**src/rtl/cwgan_train_scheduler_if.sv**
```systemverilog
// Control/status bundle between the host, the training scheduler and the
// CWGAN-GP core start/mode/busy/done pins.
interface cwgan_train_scheduler_if #(
  parameter int STEP_W = 16,
  parameter int CRIT_W = 4
);
  logic              cmd_start;
  logic              cmd_abort;
  logic [STEP_W-1:0] cfg_num_steps;
  logic [CRIT_W-1:0] cfg_n_critic;
  logic              core_start;
  logic              core_mode;
  logic              core_busy;
  logic              core_done;
  logic              sched_busy;
  logic              sched_done;
  logic              sched_error;
  logic [STEP_W-1:0] step_count;
  logic [CRIT_W-1:0] critic_count;

  // Master is the surrounding environment (host registers plus core pins).
  modport master (
    output cmd_start, cmd_abort, cfg_num_steps, cfg_n_critic, core_busy, core_done,
    input  core_start, core_mode, sched_busy, sched_done, sched_error,
           step_count, critic_count
  );

  modport slave (
    input  cmd_start, cmd_abort, cfg_num_steps, cfg_n_critic, core_busy, core_done,
    output core_start, core_mode, sched_busy, sched_done, sched_error,
           step_count, critic_count
  );
endinterface

```
**src/rtl/cwgan_train_scheduler.sv**
```systemverilog
// WGAN-GP training sequencer: n_critic critic passes then one generator pass
// per step, with a per-pass timeout watchdog on the core handshake.
module cwgan_train_scheduler #(
  parameter int STEP_W         = 16,
  parameter int CRIT_W         = 4,
  parameter int TIMEOUT_CYCLES = 100000,
  parameter int TMR_W          = 17
) (
  input  logic                          clk,
  input  logic                          rst,
  cwgan_train_scheduler_if.slave        bus
);

  typedef enum logic [2:0] {
    S_IDLE,
    S_ISSUE,
    S_WAIT,
    S_GAP,
    S_DONE,
    S_ERROR
  } state_t;

  localparam logic [TMR_W-1:0] LP_TIMER_LAST = TMR_W'(TIMEOUT_CYCLES - 1);

  state_t            r_state;
  logic [STEP_W-1:0] r_numSteps;
  logic [CRIT_W-1:0] r_nCritic;
  logic [STEP_W-1:0] r_stepCount;
  logic [CRIT_W-1:0] r_criticCount;
  logic [TMR_W-1:0]  r_timer;
  logic              r_coreStart;
  logic              r_coreMode;
  logic              r_schedBusy;
  logic              r_schedDone;
  logic              r_schedError;

  logic [TMR_W-1:0]  w_timerNext;
  logic [CRIT_W-1:0] w_criticNext;
  logic              w_abort;
  logic              w_unusedCoreBusy;

  assign w_timerNext      = r_timer + 1'b1;
  assign w_criticNext     = r_criticCount + 1'b1;
  assign w_unusedCoreBusy = bus.core_busy;
  assign w_abort          = bus.cmd_abort &&
                            (r_state == S_ISSUE || r_state == S_WAIT ||
                             r_state == S_GAP   || r_state == S_ERROR);

  // Abort outranks core_done and the watchdog; core_done outranks the watchdog.
  always_ff @(posedge clk or posedge rst) begin
    if (rst) begin
      r_state       <= S_IDLE;
      r_numSteps    <= '0;
      r_nCritic     <= '0;
      r_stepCount   <= '0;
      r_criticCount <= '0;
      r_timer       <= '0;
      r_coreStart   <= 1'b0;
      r_coreMode    <= 1'b0;
      r_schedBusy   <= 1'b0;
      r_schedDone   <= 1'b0;
      r_schedError  <= 1'b0;
    end else if (w_abort) begin
      r_state      <= S_IDLE;
      r_coreStart  <= 1'b0;
      r_schedDone  <= 1'b0;
      r_schedBusy  <= 1'b0;
      r_schedError <= 1'b0;
    end else begin
      r_coreStart <= 1'b0;
      r_schedDone <= 1'b0;
      case (r_state)
        S_IDLE: begin
          if (bus.cmd_start) begin
            r_numSteps    <= bus.cfg_num_steps;
            r_nCritic     <= bus.cfg_n_critic;
            r_stepCount   <= '0;
            r_criticCount <= '0;
            r_schedError  <= 1'b0;
            r_coreMode    <= (bus.cfg_n_critic != '0);
            if (bus.cfg_num_steps == '0) begin
              r_state     <= S_DONE;
              r_schedDone <= 1'b1;
            end else begin
              r_state     <= S_ISSUE;
              r_coreStart <= 1'b1;
              r_schedBusy <= 1'b1;
            end
          end
        end
        S_ISSUE: begin
          r_timer <= '0;
          r_state <= S_WAIT;
        end
        S_WAIT: begin
          r_timer <= w_timerNext;
          if (bus.core_done) begin
            r_state <= S_GAP;
            if (r_coreMode) begin
              r_criticCount <= w_criticNext;
              if (w_criticNext == r_nCritic) begin
                r_coreMode <= 1'b0;
              end
            end else begin
              r_stepCount   <= r_stepCount + 1'b1;
              r_criticCount <= '0;
              r_coreMode    <= (r_nCritic != '0);
            end
          end else if (w_timerNext == LP_TIMER_LAST) begin
            r_state      <= S_ERROR;
            r_schedBusy  <= 1'b0;
            r_schedError <= 1'b1;
          end
        end
        S_GAP: begin
          if (r_stepCount == r_numSteps) begin
            r_state     <= S_DONE;
            r_schedDone <= 1'b1;
            r_schedBusy <= 1'b0;
          end else begin
            r_state     <= S_ISSUE;
            r_coreStart <= 1'b1;
          end
        end
        S_DONE: begin
          r_state <= S_IDLE;
        end
        S_ERROR: begin
          r_state <= S_ERROR;
        end
        default: begin
          r_state <= S_IDLE;
        end
      endcase
    end
  end

  assign bus.core_start   = r_coreStart;
  assign bus.core_mode    = r_coreMode;
  assign bus.sched_busy   = r_schedBusy;
  assign bus.sched_done   = r_schedDone;
  assign bus.sched_error  = r_schedError;
  assign bus.step_count   = r_stepCount;
  assign bus.critic_count = r_criticCount;

endmodule

```
**src/flat_wrapper.sv**
```systemverilog
// flat-port wrapper written by rule: the top's interface ports become plain ports
module cwgan_train_scheduler_flat 
#(
  parameter int STEP_W         = 16,
  parameter int CRIT_W         = 4,
  parameter int TIMEOUT_CYCLES = 100000,
  parameter int TMR_W          = 17
)
  (clk, rst, bus_cmd_start, bus_cmd_abort, bus_cfg_num_steps, bus_cfg_n_critic, bus_core_busy, bus_core_done, bus_core_start, bus_core_mode, bus_sched_busy, bus_sched_done, bus_sched_error, bus_step_count, bus_critic_count);
  cwgan_train_scheduler_if #(.STEP_W(STEP_W), .CRIT_W(CRIT_W)) bus_i ();
  input  logic clk;
  input  logic rst;
  input wire logic [$bits(bus_i.cmd_start)-1:0] bus_cmd_start;
  input wire logic [$bits(bus_i.cmd_abort)-1:0] bus_cmd_abort;
  input wire logic [$bits(bus_i.cfg_num_steps)-1:0] bus_cfg_num_steps;
  input wire logic [$bits(bus_i.cfg_n_critic)-1:0] bus_cfg_n_critic;
  input wire logic [$bits(bus_i.core_busy)-1:0] bus_core_busy;
  input wire logic [$bits(bus_i.core_done)-1:0] bus_core_done;
  output wire logic [$bits(bus_i.core_start)-1:0] bus_core_start;
  output wire logic [$bits(bus_i.core_mode)-1:0] bus_core_mode;
  output wire logic [$bits(bus_i.sched_busy)-1:0] bus_sched_busy;
  output wire logic [$bits(bus_i.sched_done)-1:0] bus_sched_done;
  output wire logic [$bits(bus_i.sched_error)-1:0] bus_sched_error;
  output wire logic [$bits(bus_i.step_count)-1:0] bus_step_count;
  output wire logic [$bits(bus_i.critic_count)-1:0] bus_critic_count;
  assign bus_i.cmd_start = bus_cmd_start;
  assign bus_i.cmd_abort = bus_cmd_abort;
  assign bus_i.cfg_num_steps = bus_cfg_num_steps;
  assign bus_i.cfg_n_critic = bus_cfg_n_critic;
  assign bus_i.core_busy = bus_core_busy;
  assign bus_i.core_done = bus_core_done;
  assign bus_core_start = bus_i.core_start;
  assign bus_core_mode = bus_i.core_mode;
  assign bus_sched_busy = bus_i.sched_busy;
  assign bus_sched_done = bus_i.sched_done;
  assign bus_sched_error = bus_i.sched_error;
  assign bus_step_count = bus_i.step_count;
  assign bus_critic_count = bus_i.critic_count;
  cwgan_train_scheduler #(.STEP_W(STEP_W), .CRIT_W(CRIT_W), .TIMEOUT_CYCLES(TIMEOUT_CYCLES), .TMR_W(TMR_W)) u_core (.clk(clk), .rst(rst), .bus(bus_i));
endmodule
```
**config.mk**
```make
export PLATFORM = sky130hd
export DESIGN_NAME = cwgan_train_scheduler_flat
export DESIGN_NICKNAME = d
export VERILOG_FILES = /design/src/rtl/cwgan_train_scheduler_if.sv /design/src/rtl/cwgan_train_scheduler.sv /design/src/flat_wrapper.sv
export SDC_FILE = /design/constraint.sdc
export NUM_CORES = 1
export LEC_CHECK = 0
export ABC_AREA = 1
export CAP_MARGIN = 20
export CELL_PAD_IN_SITES_DETAIL_PLACEMENT = 1
export CELL_PAD_IN_SITES_GLOBAL_PLACEMENT = 2
export CORE_UTILIZATION = 31
export CTS_CLUSTER_DIAMETER = 100
export DETAILED_ROUTE_END_ITERATION = 8
export PLACE_DENSITY = 0.78
export SLEW_MARGIN = 40
export SYNTH_ARGS = -nofsm -noshare
export SYNTH_HDL_FRONTEND = slang
export SYNTH_SLANG_ARGS = --single-unit
```
**constraint.sdc**
```tcl
create_clock -name clk -period 2.9 [get_ports clk]
set_input_delay 0.58 -clock clk [delete_from_list [all_inputs] [get_ports clk]]
set_output_delay 0.58 -clock clk [all_outputs]
set_load 0.005 [all_outputs]
```
==> flow_metrics.env <==
export IMPL_status="completed"
export IMPL_syn_inst=570
export IMPL_fin_crit_ns=2.13
export IMPL_ctsResizeCount=0
export IMPL_crit_family="simple AND/OR/NAND/NOR gates"
export IMPL_yosysWarnings=0
export IMPL_max_freq_ghz=0.469
export IMPL_drv_cap=0
export IMPL_syn_mean_instance_area_um2=6.95
export IMPL_final_nets=657
export IMPL_cts_sinks=65
export IMPL_hpwl_um=8820
export IMPL_synth_top_family_by_area="simple AND/OR/NAND/NOR gates"
export IMPL_start_util_pct=32.4
export IMPL_row_count=40
export IMPL_fp_dieH_um=115
export IMPL_grt_pass1_wl_um=19700
export IMPL_clockPowerShare_pct=27.8
export IMPL_die_x_um=115
export IMPL_p_sw_w=0.00144
export IMPL_finalWirelength_um=11500
export IMPL_drc=0
export IMPL_yosys_area_share_simple_pct=37.4
export IMPL_core_area_um2=12200
export IMPL_crit_path_end_kind="flip-flop"
export IMPL_timing_final_crit_share_pct=73.6
export IMPL_yosys_area_top_type_share_pct=41.0
export IMPL_clock_latency_ns=0.34
export IMPL_path_clk_slew_ns=0.05
export IMPL_hp_class="reg2reg"
export IMPL_ctsHoldBuffers=0
export IMPL_cts_post_setup_buffers_inserted=0
export IMPL_slew_viol_final=0
export IMPL_slew_limit_headroom_pct=63.2
export IMPL_netSwitchingFraction_pct=39.2
export IMPL_combPwrFrac_pct=37.4
export IMPL_worst_pin_slew_ns=0.551
export IMPL_ys_top_cells_by_area="dfrtp_1, nand2_1, inv_1"
export IMPL_synth_mux_area_share_pct=0
export IMPL_n_fill_cell=1599
export IMPL_critPathBufInv=5
export IMPL_synth_compound_area_share_pct=8.81
export IMPL_intPower_w=0.00223
export IMPL_initialDrtViolationCount=145
export IMPL_seq_area_um2=1630
export IMPL_path_cells="nor2_2 -> inv_4 -> nor2_4 -> inv_2 -> nor2_2 -> inv_2 -> nand2_2 -> inv_1 -> buf_4 -> a21oi_1 -> nor3_1"
export IMPL_leakage_nw=2.26
export IMPL_hold_violations=0
export IMPL_drive_gt1_share_pct=8.70
export IMPL_globalplace_congestion=0.788
export IMPL_ys_seq_elements=65
export IMPL_grt_antenna_before_repair=0
export IMPL_setup_tns_final_ns=0
export IMPL_powerDensity_nw_per_um2=738
export IMPL_seqPwrFrac_pct=34.8
export IMPL_syn_area_um2=3960
export IMPL_place_ws_ns=0.485
export IMPL_root_buffer="clkbuf_16"
export IMPL_io_pins=51
export IMPL_crit_type="reg2reg"
export IMPL_yosysTopAreaCell="dfrtp_1"
export IMPL_postLayoutCoreUtil_pct=40.7
export IMPL_grt_usage_pct=19.4
export IMPL_worstSetupStartpointType="flip-flop"
export IMPL_cp_arrival_ns=2.35
export IMPL_grt_pass1_vias=4089
export IMPL_irDropWorstVdd_uv=348
export IMPL_synth_cell_types=33
export IMPL_area_delta_synth_final_pct=25.4
export IMPL_dr_pass1_iters=4
export IMPL_placement_io_buffers=49
export IMPL_globalRoute_totalOverflow=0
export IMPL_hold_ws_ns=0.475
export IMPL_route_vias_total=3802
export IMPL_synthAdderAreaFrac_pct=1.26
export IMPL_clk_path_buf_depth=2
export IMPL_dieArea_um2=13200
export IMPL_total_power_w=0.00366
export IMPL_slowest_stage="dfrtp_1"
export IMPL_rsz0062_at_grt="no"
export IMPL_fin_ws_ns=0.766
export IMPL_multi_input_area_um2=1960
export IMPL_synth_xor_area_share_pct=1.99
export IMPL_worstPathRequired_ns=3.11
export IMPL_diodes=0
export IMPL_ant_nets=0
export IMPL_synth_net_count=600
export IMPL_viasPerCell=4.75
export IMPL_grt_max_degree=31
export IMPL_wl_per_cell_um=14.3
export IMPL_worstPathMaxFanout=8
export IMPL_synth_seq_area_share_pct=41.0
export IMPL_numCtsBuffers=9
export IMPL_cts_tree="done"
export IMPL_finClkSkew_ns=0.00427
export IMPL_htree_levels=3
export IMPL_finalSetupViolations=0
export IMPL_cpPeakStageDelay_ns=0.40
==> cells in the mapped netlist, drive strengths merged <==
cell type  count
a21oi         11
a31oi          1
buf            7
clkbuf         4
dfrtp         65
ha             4
inv           84
nand2        188
nand3         39
nand4         15
nor2          72
nor3          16
o21ai         43
o22ai          6
o31ai          3
o41ai          1
or2            2
xnor2          2
xor2           7
==> flip-flops by register name, summed over array words and instances, names as in the netlist <==
signal	count
u_core.bus.critic_count	4
u_core.bus.step_count	16
u_core.r_state	3
u_core.r_nCritic	4
u_core.r_numSteps	16
u_core.bus.sched_done	1
u_core.bus.core_mode	1
u_core.bus.core_start	1
u_core.bus.sched_busy	1
u_core.bus.sched_error	1
u_core.r_timer	17
==> kinds of logic after synthesis <==
group / after synthesis
fa+ha+maj: 4
xor+xnor: 9
compound gates: 65
simple gates: 332
flops: 65
buf+inv: 95
==> worst min-delay path, cell delays in order (launching register included) <==
cell	delay (ns)
dfrtp_1	0.34
nand2_1	0.06
nand2_1	0.05
==> per-stage QoR <==
step,instances,cell area (µm²)
2_1_floorplan,570,3960
3_3_place_gp,784,4690
3_5_place_dp,784,4690
4_1_cts,800,4970
5_1_grt,800,4970
6_report,800,4970
==> cell usage in the layout (no fill, tap or decap), drive strengths merged <==
cell type	Yosys	final
nand2	188	188
inv	84	84
nor2	72	72
dfrtp	65	65
clkdlybuf4s50	0	49
o21ai	43	43
nand3	39	39
nor3	16	16
nand4	15	15
clkbuf	4	13
a21oi	11	11
buf	7	8
xor2	7	7
o22ai	6	6
ha	4	4
o31ai	3	3
clkinv	0	3
xnor2	2	2
or2	2	2
o41ai	1	1
a31oi	1	1
==> power groups by stage <==
stage	Sequential (W)	Clock, W	Combinational, W
3_3_place_gp	0.00128	0	0.00136
3_5_place_dp	0.00129	0	0.00140
6_report	0.00128	0.00102	0.00137
4_1_cts	0.00128	0.00105	0.00141
5_1_grt	0.00130	0.00109	0.00158
2_1_floorplan	0.00125	0	0.000964
==> per-layer routing <==
layer | vias up | GRT usage [%] | routed length, µm | part of all wire (%)
li1 | 1920 | - | - | -
met5 | - | 0 | 0 | 0
met3 | 13 | 3.27 | 278 | 2.4
met2 | 55 | 31.9 | 5380 | 47
met4 | 0 | 8.14 | 199 | 1.7
met1 | 1814 | 25.2 | 5590 | 49
==> final timing paths <==
check	slack, ns	startpoint	endpoint	cells after the start
setup / recovery	0.77	u_core.r_state[2]$_DFFE_PP0P_	u_core.bus.step_count[2]$_DFFE_PP0P_	11
hold / removal	0.48	u_core.bus.sched_busy$_DFFE_PP0P_	u_core.bus.sched_busy$_DFFE_PP0P_	2
setup reg to reg	0.77	u_core.r_state[2]$_DFFE_PP0P_	u_core.bus.step_count[2]$_DFFE_PP0P_	11
hold reg to reg	0.48	u_core.bus.sched_busy$_DFFE_PP0P_	u_core.bus.sched_busy$_DFFE_PP0P_	2
max in group asynchronous	1.58	rst	u_core.bus.step_count[12]$_DFFE_PP0P_	4
min in group asynchronous	0.60	rst	u_core.r_timer[7]$_DFFE_PP0P_	2
==> cell type report <==
cell class | instances | area share [%]
inverter | 84 | 6.40
sequential | 65 | 32.7
tap | 168 | 4.23
timing repair buffer | 57 | 11.6
clock inverter | 3 | 0.302
clock buffer | 13 | 5.24
multi-input combinational | 410 | 39.5
(Power assumes the default switching activity.)
